--- config.mk ---
export PLATFORM = sky130hd
export DESIGN_NAME = note_bar_sequencer
export DESIGN_NICKNAME = d
export VERILOG_FILES = /design/src/rtl/seq_pkg.sv /design/src/rtl/key_debouncer.sv /design/src/rtl/note_bar_sequencer.sv
export SDC_FILE = /design/constraint.sdc
export NUM_CORES = 1
export LEC_CHECK = 0
export CAP_MARGIN = 20
export CORE_MARGIN = 2
export CORE_UTILIZATION = 55
export CTS_CLUSTER_DIAMETER = 30
export DETAILED_ROUTE_END_ITERATION = 6
export GPL_ROUTABILITY_DRIVEN = 0
export PLACE_DENSITY = 0.73
export SLEW_MARGIN = 20
export SYNTH_ARGS = -nofsm -noshare
export SYNTH_HDL_FRONTEND = slang
export SYNTH_HIERARCHICAL = 1
export SYNTH_SLANG_ARGS = --single-unit
--- constraint.sdc ---
create_clock -name iCLK -period 2.6 [get_ports iCLK]
set_clock_uncertainty 0.2 [all_clocks]
set_input_delay 0.52 -clock iCLK [delete_from_list [all_inputs] [get_ports iCLK]]
set_output_delay 0.52 -clock iCLK [all_outputs]
set_load 0.01 [all_outputs]
--- src/rtl/seq_pkg.sv ---
// -----------------------------------------------------------------------------
// seq_pkg
// Shared types and helpers for the note/bar sequencer.
//   state_e  : sequencer FSM states (IDLE, RUN)
//   BCD_ONE  : first note of a bar, two-digit BCD
//   bcd_inc  : two-digit BCD increment (units 9 carries into tens)
//   to_bcd   : binary 0..99 to two-digit BCD, used for elaboration constants
// -----------------------------------------------------------------------------
package seq_pkg;

  typedef enum logic {
    IDLE = 1'b0,
    RUN  = 1'b1
  } state_e;

  localparam logic [7:0] BCD_ONE = 8'h01;

  function automatic logic [7:0] bcd_inc(input logic [7:0] value);
    logic [3:0] units;
    logic [3:0] tens;
    units = value[3:0];
    tens  = value[7:4];
    if (units >= 4'd9) begin
      units = 4'd0;
      tens  = (tens >= 4'd9) ? 4'd0 : tens + 4'd1;
    end else begin
      units = units + 4'd1;
    end
    return {tens, units};
  endfunction

  function automatic logic [7:0] to_bcd(input int unsigned value);
    return {4'(value / 10), 4'(value % 10)};
  endfunction

endpackage

--- src/rtl/key_debouncer.sv ---
// -----------------------------------------------------------------------------
// key_debouncer
// Synchronizes one raw active-low push-button and accepts a new level only
// after DEBOUNCE_CYCLES consecutive cycles of it. A press is a 1->0 change of
// the accepted level, issued as a one-cycle pulse in the same cycle the
// accepted level falls (raw edge to pulse: 2 + DEBOUNCE_CYCLES cycles).
//   iCLK    : clock
//   iRST    : asynchronous active-low reset
//   iKEY_n  : raw key, asynchronous to iCLK
//   oLevel  : accepted (debounced) level
//   oPress  : single-cycle press pulse
// The accepted level resets to 0, so a key already held low when reset is
// released yields no press until it is released and pressed again.
// -----------------------------------------------------------------------------
module key_debouncer #(
  parameter int DEBOUNCE_CYCLES = 500000
) (
  input  logic iCLK,
  input  logic iRST,
  input  logic iKEY_n,
  output logic oLevel,
  output logic oPress
);

  localparam int CW = (DEBOUNCE_CYCLES > 1) ? $clog2(DEBOUNCE_CYCLES) : 1;
  localparam logic [CW-1:0] CNT_LAST = CW'(DEBOUNCE_CYCLES - 1);

  logic [1:0]    sync_q;
  logic [CW-1:0] cnt_q, cnt_d;
  logic          level_q, level_d;
  logic          press_q, press_d;

  // Count consecutive cycles in which the synchronized level differs from the
  // accepted one; any return to the accepted level restarts the count.
  always_comb begin
    // NOTE: every always_comb output gets a default first so no latch is inferred.
    cnt_d   = '0;
    level_d = level_q;
    press_d = 1'b0;
    if (sync_q[1] != level_q) begin
      if (cnt_q == CNT_LAST) begin
        level_d = sync_q[1];
        press_d = ~sync_q[1];
      end else begin
        cnt_d = cnt_q + CW'(1);
      end
    end
  end

  // NOTE: sequential state uses non-blocking assignments only.
  always_ff @(posedge iCLK or negedge iRST) begin
    if (!iRST) begin
      sync_q  <= 2'b11;
      cnt_q   <= '0;
      level_q <= 1'b0;
      press_q <= 1'b0;
    end else begin
      sync_q  <= {sync_q[0], iKEY_n};
      cnt_q   <= cnt_d;
      level_q <= level_d;
      press_q <= press_d;
    end
  end

  assign oLevel = level_q;
  assign oPress = press_q;

endmodule

--- src/rtl/note_bar_sequencer.sv ---
// -----------------------------------------------------------------------------
// note_bar_sequencer
// Producer side of the seven-segment status path: debounces the save/play and
// mode keys and runs a tempo-driven BCD note / binary bar counter.
//   iCLK         : clock
//   iRST         : asynchronous active-low reset
//   iKEY_SAVE_n  : raw save/play key, active-low
//   iKEY_MODE_n  : raw mode key, active-low
//   iRUN         : 0 pauses the tempo counter while running
//   oNote        : two BCD digits, 00 = no note
//   oBar         : bar index 0..MAX_BAR
//   oSave_n      : one-cycle active-low save/play strobe
//   oMode        : 0 = save mode, 1 = play mode
//   oBusy        : 1 while in RUN
// Build option: define SEQ_LOOP_EN to loop back to bar 0 after the last note
// of bar MAX_BAR; otherwise the sequencer stops in IDLE holding NOTES_PER_BAR
// and MAX_BAR.
// -----------------------------------------------------------------------------
module note_bar_sequencer
  import seq_pkg::*;
#(
  parameter int TICKS_PER_NOTE  = 12500000,
  parameter int DEBOUNCE_CYCLES = 500000,
  parameter int NOTES_PER_BAR   = 16,
  parameter int MAX_BAR         = 8
) (
  input  logic       iCLK,
  input  logic       iRST,
  input  logic       iKEY_SAVE_n,
  input  logic       iKEY_MODE_n,
  input  logic       iRUN,
  output logic [7:0] oNote,
  output logic [3:0] oBar,
  output logic       oSave_n,
  output logic       oMode,
  output logic       oBusy
);

  localparam int              TW         = $clog2(TICKS_PER_NOTE);
  localparam logic [TW-1:0]   TICK_LAST  = TW'(TICKS_PER_NOTE - 1);
  localparam logic [7:0]      LAST_NOTE  = to_bcd(NOTES_PER_BAR);
  localparam logic [3:0]      LAST_BAR   = 4'(MAX_BAR);

  logic save_press, mode_press;
  logic save_level, mode_level;

  key_debouncer #(.DEBOUNCE_CYCLES(DEBOUNCE_CYCLES)) u_save_key (
    .iCLK   (iCLK),
    .iRST   (iRST),
    .iKEY_n (iKEY_SAVE_n),
    .oLevel (save_level),
    .oPress (save_press)
  );

  key_debouncer #(.DEBOUNCE_CYCLES(DEBOUNCE_CYCLES)) u_mode_key (
    .iCLK   (iCLK),
    .iRST   (iRST),
    .iKEY_n (iKEY_MODE_n),
    .oLevel (mode_level),
    .oPress (mode_press)
  );

  // Accepted key levels are not consumed here; kept visible for probing.
  logic unused_levels;
  assign unused_levels = save_level ^ mode_level;

  state_e        state_q;
  logic [TW-1:0] tick_q;
  logic [7:0]    note_q;
  logic [3:0]    bar_q;
  logic          save_n_q;
  logic          mode_q;

  // Save decisions read mode_q, i.e. the mode before a same-cycle toggle.
  // A save press takes priority over a note advance in the same cycle.
  always_ff @(posedge iCLK or negedge iRST) begin
    if (!iRST) begin
      state_q  <= IDLE;
      tick_q   <= '0;
      note_q   <= 8'h00;
      bar_q    <= 4'd0;
      save_n_q <= 1'b1;
      mode_q   <= 1'b0;
    end else begin
      save_n_q <= ~save_press;
      mode_q   <= mode_q ^ mode_press;
      case (state_q)
        IDLE: begin
          if (save_press && mode_q) begin
            state_q <= RUN;
            note_q  <= BCD_ONE;
            bar_q   <= 4'd0;
            tick_q  <= '0;
          end
        end
        RUN: begin
          if (save_press) begin
            if (mode_q) begin
              note_q <= BCD_ONE;
              bar_q  <= 4'd0;
              tick_q <= '0;
            end else begin
              state_q <= IDLE;
            end
          end else if (iRUN) begin
            if (tick_q == TICK_LAST) begin
              tick_q <= '0;
              if (note_q == LAST_NOTE) begin
                if (bar_q == LAST_BAR) begin
`ifdef SEQ_LOOP_EN
                  note_q <= BCD_ONE;
                  bar_q  <= 4'd0;
`else
                  state_q <= IDLE;
`endif
                end else begin
                  note_q <= BCD_ONE;
                  bar_q  <= bar_q + 4'd1;
                end
              end else begin
                note_q <= bcd_inc(note_q);
              end
            end else begin
              tick_q <= tick_q + TW'(1);
            end
          end
        end
        default: state_q <= IDLE;
      endcase
    end
  end

  assign oNote   = note_q;
  assign oBar    = bar_q;
  assign oSave_n = save_n_q;
  assign oMode   = mode_q;
  assign oBusy   = (state_q == RUN);

endmodule

==> results.yml <==
drt:
  routed_wl_um: 9770
  first_pass_iters: 4
  drtIter0Drc: 161
  via_count: 3705
  via_per_inst: 5.95
  ant_nets: 0
  remaining_drc_errors: 0
  wl_per_cell_um: 15.7
synth:
  synth_enable_flop_cells: 0
  syn-num-nets: 495
  syn_inst: 478
  yosys_register_bits: 85
  async_flop_share_pct: 100
  syn_avg_cell_area_um2: 9.63
  synth_cell_types: 61
  synth_area_um2: 4600
  yosysSeqAreaShare_pct: 46.4
  synth_top_flop_cell: "dfrtp_1"
  yosysWarnings: 6
critical_path:
  required_ns: 2.64
  crit_type: "register to register"
  path_max_fanout: 5
  crit_cells: 7
  timing.rr.start: "oNote[5]$_DFFE_PN0P_"
  cp_num_buf_inv: 1
  crit_family: "simple AND/OR/NAND/NOR gates"
  critical_path_arrival_ns: 2.54
  r2r_slack_ns: 0.1
  crit_slowest_cell: "or4b_4"
  crit_start: "oNote[5]$_DFFE_PN0P_"
  rr_worst_depth: 7
  slowest_delay_ns: 0.49
  worstSetupEndpointType: "register"
  setup.worst_path.end: "oNote[0]$_DFFE_PN0P_"
  r2r_end: "oNote[0]$_DFFE_PN0P_"
  cp-start-kind: "register"
  path_cells: "inv_1, ha_1, or4b_4, nor2_1, a21oi_1, a21boi_2, mux2_2"
timing:
  fin_crit_ns: 2.50
  max_slew_margin_pct: 59.1
  maxSlewViolCount: 0
  finalHoldViolations: 0
  tightest_slew_ns: 0.614
  period_share_pct: 96.2
  setup_violations: 0
  setup_tns_ns: 0
  rsz0062_at_grt: "yes"
  fmax_ghz: 0.400
die:
  initial_utilization_pct: 56.3
  dieArea_um2: 9110
  die_height_um: 95.5
  rows: 33
  core_area_um2: 8180
  io_pins: 20
  die_width_um: 95.5
finish:
  drive_above_1_share_pct: 12.2
  seqCellArea_um2: 2130
  diodes: 0
  syn_to_final_growth_pct: 13.5
  multiInputGateArea_um2: 2340
  final_core_util_pct: 63.9
  fill_cells: 678
  final_nets: 530
place:
  dp_hpwl_um: 6990
  placement.io_buffers: 19
clock_network:
  root_buffer: "clkbuf_8"
  clkTransAtPathRegs_ns: 0.09
  clk_path_buf_depth: 2
  postCtsSetupBuffers: 0
  clock_latency_ns: 0.35
  cts_buffers: 9
  clkSinkCount: 85
  htreeDepth: 3
  cts_tree: "done"
global_route:
  met1_usage_pct: 29.6
  grt_busiest_layer: "met2"
  grt_util_met3_pct: 5.06
  grt_use_met2_pct: 38.8
  grt_pass1_vias: 3731
  grt_overflow: 0
  grt_max_degree: 48
  grt_first_pass_wirelength_um: 16800
  antenna_found_initial: 0
  track_usage_pct: 23.3
run_status:
  status: "finished, final reports clean"
pwr:
  power_switching_share_pct: 25.5
  seqPwrFrac_pct: 56.0
  power.share.combinational_pct: 6.3
  powerDensity_nw_per_um2: 491
  ir_drop_v: 0.000375
  p_int_uw: 1910
  p_sw_uw: 653
  p_leak_uw: 0.00212
  clkPwrFrac_pct: 37.7
min_path:
  hold_path.class: "register to register"
flow_run:
  maxCapViolations: 0
==> per-stage QoR <==
| step | hold slack (ns) | total power [uW] | instances | setup slack [ns] | instance area [um2] |
|---|---|---|---|---|---|
| after floorplan | 0.0244 | 1540 | 478 | 0.253 | 4600 |
| after global placement | 0.146 | 1610 | 606 | 0.173 | 5000 |
| after detailed placement | 0.147 | 1620 | 606 | 0.114 | 5000 |
| after CTS | 0.159 | 2590 | 623 | 0.0947 | 5220 |
| after global routing | 0.170 | 2680 | 623 | -0.0357 | 5220 |
| final | 0.160 | 2560 | 623 | 0.0985 | 5220 |
==> cell usage after synthesis, types with 4 or more instances <==
| cell type | instances | area [um2] |
|---|---|---|
| nor3b_1 | 4 | 30.0 |
| ha_1 | 12 | 150 |
| buf_2 | 5 | 25.0 |
| nand3_1 | 22 | 110 |
| and3_1 | 6 | 37.5 |
| and4_1 | 4 | 35.0 |
| nor4_1 | 13 | 81.3 |
| nor2b_1 | 5 | 31.3 |
| nor4b_1 | 5 | 43.8 |
| dfstp_2 | 5 | 131 |
| nand2_1 | 40 | 150 |
| o21ai_0 | 22 | 110 |
| or3_1 | 5 | 31.3 |
| a21oi_1 | 7 | 35.0 |
| inv_1 | 20 | 75.1 |
| and2_1 | 4 | 25.0 |
| or4_1 | 4 | 30.0 |
| nor3_1 | 25 | 125 |
| dfrtp_1 | 80 | 2000 |
| a22o_1 | 7 | 61.3 |
| nor2_1 | 58 | 218 |
| xnor2_1 | 28 | 245 |
| nand4_1 | 26 | 163 |
| xor2_1 | 14 | 123 |
==> worst min-delay path by stage <==
stage,from,endpoint,slack [ns],depth (start not counted)
CTS,u_mode_key/sync_q[0]$_DFF_PN1_,u_mode_key/sync_q[1]$_DFF_PN1_,0.16,0
finish,u_save_key/sync_q[0]$_DFF_PN1_,u_save_key/sync_q[1]$_DFF_PN1_,0.16,0
detailed placement,u_mode_key/sync_q[0]$_DFF_PN1_,u_mode_key/sync_q[1]$_DFF_PN1_,0.15,0
floorplan,iRST,oBar[0]$_DFFE_PN0P_,0.02,0
global placement,u_mode_key/sync_q[0]$_DFF_PN1_,u_mode_key/sync_q[1]$_DFF_PN1_,0.15,0
global route,u_save_key/sync_q[0]$_DFF_PN1_,u_save_key/sync_q[1]$_DFF_PN1_,0.17,0
==> per-layer routing <==
metal	share of wire [%]	vias to the layer above
met3	2.8	18
met5	0	-
li1	-	1799
met4	1.9	0
met2	50	69
met1	45	1819
==> cells by family (layout without fill, tap and decap cells) <==
group	count (synthesis)	count (layout)	synth area share (%)
adder cells (fa/ha/maj)	12	12	3.26
AND/OR/NAND/NOR	237	237	27.7
flip-flops	85	85	46.4
XOR/XNOR	42	42	7.99
buffers and inverters	33	73	2.96
AO/OA/AOI/OAI	62	62	10.1
multiplexers	7	7	1.63
==> timing repair <==
item                       in CTS  in global routing
setup endpoints to repair       0                  7
resized for setup               0                  1
hold endpoints to repair       11                  0
hold buffers                    1                  0
==> power groups by stage <==
| stage | logic, uW | registers, uW | clock network, uW |
|---|---|---|---|
| global route | 190 | 1440 | 1050 |
| CTS | 167 | 1430 | 994 |
| floorplan | 111 | 1430 | 0 |
| finish | 162 | 1440 | 966 |
| global placement | 159 | 1450 | 0 |
| detailed placement | 164 | 1460 | 0 |
==> layout make-up <==
| cell class | count | share of cell area [%] |
|---|---|---|
| clock buffers | 10 | 2.64 |
| inverters | 20 | 1.44 |
| well taps | 105 | 2.52 |
| clock inverters | 6 | 1.32 |
| repair buffers | 37 | 6.47 |
| flip-flops and latches | 85 | 40.8 |
| multi-input cells | 360 | 44.8 |
==> cells in the final DEF (no fill, tap or decap), types with 6 or more instances in the layout <==
cell | netlist | routed
ha_1 | 12 | 12
nand2_1 | 40 | 40
a21oi_1 | 7 | 7
clkbuf_8 | 0 | 10
nand3_1 | 22 | 22
a22o_1 | 7 | 7
dfrtp_1 | 80 | 80
nand4_1 | 26 | 26
o21ai_0 | 22 | 22
inv_1 | 20 | 20
nor2_1 | 58 | 58
xnor2_1 | 28 | 28
nor3_1 | 25 | 25
clkdlybuf4s50_1 | 0 | 18
xor2_1 | 14 | 14
buf_4 | 1 | 17
and3_1 | 6 | 6
nor4_1 | 13 | 12
==> registers in the layout (all words and copies together) (netlist names), 2 cells and up <==
register,count
tick_q,24
u_save_key/sync_q,2
oNote,8
u_save_key/cnt_q,19
oBar,4
u_mode_key/cnt_q,19
u_mode_key/sync_q,2
Power figures use the tool's default switching activity.
